### config.mk
export PLATFORM = sky130hd
export DESIGN_NAME = packet_injector
export DESIGN_NICKNAME = d
export VERILOG_FILES = /design/src/rtl/noc_pkg.sv /design/src/rtl/flit_out_reg.sv /design/src/rtl/packet_injector.sv
export SDC_FILE = /design/constraint.sdc
export NUM_CORES = 1
export LEC_CHECK = 0
export BUFFER_PORTS_ARGS = -buffer_cell sky130_fd_sc_hd__buf_2
export CAP_MARGIN = 20
export CORE_MARGIN = 2
export CORE_UTILIZATION = 56
export DETAILED_ROUTE_END_ITERATION = 16
export GPL_TIMING_DRIVEN = 0
export HOLD_SLACK_MARGIN = 0.15
export PLACE_DENSITY = 0.89
export SLEW_MARGIN = 20
export SYNTH_ARGS = -nofsm -noshare
export SYNTH_HDL_FRONTEND = slang
export SYNTH_SLANG_ARGS = --single-unit
### constraint.sdc
create_clock -name clk -period 3.8 [get_ports clk]
set_input_delay 0.76 -clock clk [delete_from_list [all_inputs] [get_ports clk]]
set_output_delay 0.76 -clock clk [all_outputs]
set_load 0.005 [all_outputs]
### src/rtl/noc_pkg.sv
// Shared NoC definitions: flit-type codes carried in the top bits of every
// flit, and the state encoding of the packet injector FSM. The router-side
// flit identifier decodes the same type codes.
package noc_pkg;

  // Flit-type codes. Code 2'b00 is reserved and never sent.
  localparam logic [1:0] FLIT_HEAD = 2'b01;
  localparam logic [1:0] FLIT_BODY = 2'b10;
  localparam logic [1:0] FLIT_TAIL = 2'b11;

  // Injector FSM states.
  typedef enum logic [1:0] {
    IDLE  = 2'd0,
    BODY  = 2'd1,
    TAIL  = 2'd2,
    DRAIN = 2'd3
  } inj_state_t;

endpackage

### src/rtl/flit_out_reg.sv
// Single-entry valid/ready output register. Holds one flit towards the
// router port. A new flit may be loaded in the same cycle the current one
// transfers, giving one flit per cycle of throughput. While the flit is
// valid and not accepted, the data is held stable.
module flit_out_reg #(
  parameter int WIDTH = 8
) (
  input  logic             clk,
  input  logic             rst,        // asynchronous, active-low
  input  logic             load,       // load load_data this cycle
  input  logic [WIDTH-1:0] load_data,
  input  logic             ready,      // downstream ready_in
  output logic             valid,
  output logic [WIDTH-1:0] data,
  output logic             can_load    // register empty or transferring
);

  logic             valid_q;
  logic             valid_d;
  logic [WIDTH-1:0] data_q;
  logic [WIDTH-1:0] data_d;
  logic             load_ok;

  assign can_load = !valid_q || ready;
  // A load while the register is blocked would drop a flit; refuse it.
  assign load_ok  = load && can_load;

  // Next-state: a load wins, otherwise a transfer empties the register.
  always_comb begin
    valid_d = valid_q;
    data_d  = data_q;
    if (load_ok) begin
      valid_d = 1'b1;
      data_d  = load_data;
    end else if (valid_q && ready) begin
      valid_d = 1'b0;
    end
  end

  // Output flops, cleared immediately on reset.
  always_ff @(posedge clk or negedge rst) begin
    if (!rst) begin
      valid_q <= 1'b0;
      data_q  <= '0;
    end else begin
      valid_q <= valid_d;
      data_q  <= data_d;
    end
  end

  assign valid = valid_q;
  assign data  = data_q;

endmodule

### src/rtl/packet_injector.sv
// Packet injector: transmit end of a router input-port link. Takes a packet
// request (destination) and a stream of payload words and emits one packet
// of FlitPerPacket flits (HEAD, BODY..., TAIL) through a registered
// valid/ready output. valid_out never depends on ready_out.
module packet_injector
  import noc_pkg::*;
#(
  parameter int   N             = 4,
  parameter int   INDEX         = 1,
  parameter int   DATA_WIDTH    = 8,
  parameter int   TYPE_WIDTH    = 2,
  parameter int   FlitPerPacket = 6,
  parameter int   SEQ_WIDTH     = 2,
  localparam int  DEST_WIDTH    = $clog2(N),
  localparam int  PLD_WIDTH     = DATA_WIDTH - TYPE_WIDTH
) (
  input  logic                  clk,
  input  logic                  rst,        // asynchronous, active-low
  input  logic                  req_valid,
  output logic                  req_ready,
  input  logic [DEST_WIDTH-1:0] req_dest,
  input  logic                  pld_valid,
  output logic                  pld_ready,
  input  logic [PLD_WIDTH-1:0]  pld_data,
  output logic [DATA_WIDTH-1:0] data_out,
  output logic                  valid_out,
  input  logic                  ready_out,
  output logic                  busy,
  output logic [15:0]           pkts_sent
);

  localparam int CNT_WIDTH = $clog2(FlitPerPacket + 1);
  localparam int HDR_WIDTH = SEQ_WIDTH + 2 * DEST_WIDTH;
  localparam logic [DEST_WIDTH-1:0] SRC_ID    = DEST_WIDTH'(INDEX);
  localparam logic [CNT_WIDTH-1:0]  LAST_BODY = CNT_WIDTH'(FlitPerPacket - 1);

  // FSM and bookkeeping state
  inj_state_t           state_q;
  inj_state_t           state_d;
  logic [CNT_WIDTH-1:0] cnt_q;
  logic [CNT_WIDTH-1:0] cnt_d;
  logic [SEQ_WIDTH-1:0] seq_q;
  logic [SEQ_WIDTH-1:0] seq_d;
  logic [15:0]          pkts_q;
  logic [15:0]          pkts_d;
  // Low until the first clock edge after reset so no request is accepted
  // while reset is asserted.
  logic                 live_q;
  logic                 live_d;

  // Output register interface
  logic                  can_load;
  logic                  load;
  logic [DATA_WIDTH-1:0] load_data;

  // Handshake terms
  logic req_fire;
  logic pld_fire;
  logic tail_xfer;
  logic [CNT_WIDTH-1:0] cnt_inc;

  // Head payload: {seq, src, dest}, LSB aligned. If it is wider than the
  // payload field the top bits go first, which drops seq bits first.
  logic [HDR_WIDTH-1:0] hdr_fields;
  logic [PLD_WIDTH-1:0] head_low;

  assign hdr_fields = {seq_q, SRC_ID, req_dest};

  generate
    if (HDR_WIDTH >= PLD_WIDTH) begin : g_hdr_trunc
      assign head_low = hdr_fields[PLD_WIDTH-1:0];
    end else begin : g_hdr_pad
      assign head_low = {{(PLD_WIDTH - HDR_WIDTH){1'b0}}, hdr_fields};
    end
  endgenerate

  // Ready outputs depend only on the state and the register's can-load term.
  assign req_ready = live_q && (state_q == IDLE) && can_load;
  assign pld_ready = ((state_q == BODY) || (state_q == TAIL)) && can_load;

  assign req_fire  = req_valid && req_ready;
  assign pld_fire  = pld_valid && pld_ready;
  assign tail_xfer = valid_out && ready_out;
  assign cnt_inc   = cnt_q + CNT_WIDTH'(1);

  // FSM next-state, flit assembly and counters.
  always_comb begin
    state_d   = state_q;
    cnt_d     = cnt_q;
    seq_d     = seq_q;
    pkts_d    = pkts_q;
    live_d    = 1'b1;
    load      = 1'b0;
    load_data = '0;
    case (state_q)
      IDLE: begin
        if (req_fire) begin
          load      = 1'b1;
          load_data = {TYPE_WIDTH'(FLIT_HEAD), head_low};
          cnt_d     = CNT_WIDTH'(1);
          state_d   = (FlitPerPacket > 2) ? BODY : TAIL;
        end
      end
      BODY: begin
        if (pld_fire) begin
          load      = 1'b1;
          load_data = {TYPE_WIDTH'(FLIT_BODY), pld_data};
          cnt_d     = cnt_inc;
          if (cnt_inc == LAST_BODY) begin
            state_d = TAIL;
          end
        end
      end
      TAIL: begin
        if (pld_fire) begin
          load      = 1'b1;
          load_data = {TYPE_WIDTH'(FLIT_TAIL), pld_data};
          cnt_d     = cnt_inc;
          state_d   = DRAIN;
        end
      end
      DRAIN: begin
        // In DRAIN the only flit in the register is the TAIL.
        if (tail_xfer) begin
          pkts_d  = pkts_q + 16'd1;
          seq_d   = seq_q + SEQ_WIDTH'(1);
          cnt_d   = '0;
          state_d = IDLE;
        end
      end
      default: begin
        state_d = IDLE;
      end
    endcase
  end

  // State flops; reset abandons any packet in flight immediately.
  always_ff @(posedge clk or negedge rst) begin
    if (!rst) begin
      state_q <= IDLE;
      cnt_q   <= '0;
      seq_q   <= '0;
      pkts_q  <= '0;
      live_q  <= 1'b0;
    end else begin
      state_q <= state_d;
      cnt_q   <= cnt_d;
      seq_q   <= seq_d;
      pkts_q  <= pkts_d;
      live_q  <= live_d;
    end
  end

  flit_out_reg #(
    .WIDTH (DATA_WIDTH)
  ) u_out_reg (
    .clk       (clk),
    .rst       (rst),
    .load      (load),
    .load_data (load_data),
    .ready     (ready_out),
    .valid     (valid_out),
    .data      (data_out),
    .can_load  (can_load)
  );

  assign busy      = (state_q != IDLE);
  assign pkts_sent = pkts_q;

endmodule

==> flow_metrics.env <==
export IMPL_clk_latency_ns=0.33
export IMPL_design_core_area_sq_um=2734
export IMPL_rows=19
export IMPL_final_setup_tns_ns=0
export IMPL_cp_max_fo=7
export IMPL_ys_ff_latch=33
export IMPL_pwr_density_cell_nw_per_um2=710.1
export IMPL_crit_path_max_incr_delay_ns=0.47
export IMPL_grt_pass1_wl_mm=5.485
export IMPL_totalWireLength_mm=3.298
export IMPL_diodes=0
export IMPL_clockRootBuffer="clkbuf_4"
export IMPL_nNetsFinal=219
export IMPL_hold_viol_final=0
export IMPL_syn_nets=172
export IMPL_synth_cell_types=28
export IMPL_maxCapViolCount=0
export IMPL_slowest_stage="ha_1"
export IMPL_syn_inst=150
export IMPL_clk_pin_slew_ns=0.10
export IMPL_drv_slew=0
export IMPL_post_cts_buffers=0
export IMPL_via_per_inst=5.463
export IMPL_min_path_type="in2async"
export IMPL_clock_sinks=33
export IMPL_area_growth_syn_to_layout_pct=20.12
export IMPL_fmax_ghz=0.4216
export IMPL_path_cells="inv_1, ha_1, and2_1, buf_2"
export IMPL_grt_usage_pct=21.54
export IMPL_rsz0062_at_grt="false"
export IMPL_grt_overflow=0
export IMPL_first_pass_iters=4
export IMPL_run_status="completed"
export IMPL_finalCritPeriodShare_pct=62.41
export IMPL_p_leak_nw=1.016
export IMPL_ioPinCount=41
export IMPL_grt_pass1_vias=1295
export IMPL_htree_levels=2
export IMPL_grt_max_degree=34
export IMPL_die_area_sq_um=3321
export IMPL_start_kind="register"
export IMPL_dp_hpwl_mm=2.476
export IMPL_cts_buffers=5
export IMPL_final_util_pct=70.76
export IMPL_worst_pin_slew_ns=0.7711
export IMPL_vdd_drop_max_uv=545.6
export IMPL_cts_hold_buf=0
export IMPL_fill_cells=204
export IMPL_regArea_sq_um=825.8
export IMPL_synth_area_sq_um=1610
export IMPL_crit_required_ns=3.04
export IMPL_layout_drive_gt1_share_pct=28.79
export IMPL_gp_congestion=0.8452
export IMPL_multi_input_area_sq_um=732.0
export IMPL_vias=1251
export IMPL_final_antenna_net_count=0
export IMPL_drt_iter0_markers=48
export IMPL_arrival_ns=1.61
export IMPL_portBuffers=40
export IMPL_dpl_cell_area_sq_um=1849
export IMPL_cts_tree="done"
export IMPL_endpoint_kind="output pin"
export IMPL_ctsResizeCount=0
export IMPL_synth_area_per_cell_sq_um=10.74
export IMPL_drc=0
export IMPL_setup_viol=0
export IMPL_max_slew_margin_rel_pct=48.59
export IMPL_antenna_found_initial=0
export IMPL_initial_utilization_pct=58.90
export IMPL_design_area_sq_um=1934
export IMPL_ys_warn_count=0
export IMPL_clock_path_buffers=2
export IMPL_die_h_microns=57.63
export IMPL_skew_ns=0.01180
export IMPL_synth_seq_area_share_pct=51.28
export IMPL_crit_type="reg2out"
export IMPL_period_minus_slack_ns=2.372
export IMPL_wl_per_cell_microns=14.40
export IMPL_die_w_microns=57.63
-- state kept, by name (all words and copies together) (netlist names) --
register / cells
seq_q: 2
u_out_reg.valid: 1
pkts_sent: 16
state_q: 2
u_out_reg.data: 8
cnt_q: 3
live_q: 1
-- through the flow --
stage / total power [mW] / instances / hold slack, ns / worst slack (ns)
2_1_floorplan: 0.9091 / 150 / 0.4453 / 1.935
3_3_place_gp: 1.058 / 221 / 0.4541 / 1.664
3_5_place_dp: 1.102 / 221 / 0.4754 / 1.644
4_1_cts: 1.378 / 229 / 0.4862 / 1.422
5_1_grt: 1.478 / 229 / 0.5116 / 1.331
6_report: 1.374 / 229 / 0.4631 / 1.428
-- placed cells by master, fill, tap and decap left out, types with 2 or more instances in the layout --
cell type and n:
a21oi_1 11, a22oi_1 4, and2_1 2, and3_1 5, buf_2 40, clkbuf_4 5
dfrtp_1 33, ha_1 9, inv_1 12, mux2_2 2, nand2_1 12, nand3_1 7
nand4_1 4, nor2_1 12, nor3_1 3, o21ai_0 4, xnor2_1 12, xor2_1 6
-- cell usage after synthesis (all sizes together) --
cell     n  area [sq um]
xor2     6         52.55
and2     2         12.51
nand2b   1         13.76
and3     7         50.05
a21oi   11         55.05
nand2   12         45.04
a222oi   1         10.01
buf      1         7.510
nor3     4         25.02
a22oi    4         30.03
o21ai    4         20.02
mux2i    1         10.01
ha       9         112.6
inv     12         45.04
or3      1         11.26
dfrtp   33         825.8
nand3    8         52.55
conb     1         3.750
nor2    12         45.04
nand4    5         46.29
mux2     2         22.52
a32oi    1         8.760
xnor2   12         105.1
-- layout make-up --
class,instances,share of cell area [%]
clock inverters,1,1.552
plain buffers,1,0.3881
clock buffers,7,2.846
multi-input cells,104,37.84
flip-flops and latches,33,42.69
repair buffers,40,10.35
inverters,12,2.329
well taps,31,2.005
-- cells by family (layout without fill, tap and decap cells) --
| family | Yosys count | count (layout) | share of synthesized area, % |
|---|---|---|---|
| fa+ha+maj | 9 | 9 | 6.993 |
| mux | 3 | 3 | 2.020 |
| buf+inv | 13 | 61 | 3.263 |
| compound gates | 21 | 21 | 7.692 |
| xor+xnor | 18 | 18 | 9.790 |
| other cells | 1 | 1 | 0.2329 |
| flops | 33 | 33 | 51.28 |
| simple gates | 52 | 52 | 18.72 |
-- worst paths after layout --
check | startpoint | endpoint | slack (ns) | cells past startpoint
setup / recovery | state_q[0] | pld_ready | 1.43 | 4
setup reg to reg | state_q[0] | cnt_q[1] | 1.59 | 6
hold / removal | rst | pkts_sent[7] | 0.46 | 1
hold reg to reg | pkts_sent[15] | pkts_sent[15] | 0.48 | 1
min in group clk | pkts_sent[15] | pkts_sent[15] | 0.48 | 1
max in group asynchronous | rst | cnt_q[0] | 2.87 | 1
-- worst max-delay path: cells and delay by family, from the launching register on --
kind / cells / cell delay, ns
buf+inv: 2 / 0.22
simple gates: 1 / 0.17
fa+ha+maj: 1 / 0.47
flops: 1 / 0.42
-- per-layer routing --
metal  up-vias  wire length (microns)  global-route usage, %
met5         -                      0                      0
met4         0                     40                  7.973
met3         6                    166                  6.250
met2        33                   1760                  38.47
met1       613                   1331                  24.33
li1        599                      -                      -
-- power breakdown --
group          switching [mW]  internal, mW
Clock                   0.117         0.157
Combinational           0.313         0.242
Sequential             0.0907         0.454
Power figures use the tool's default switching activity.
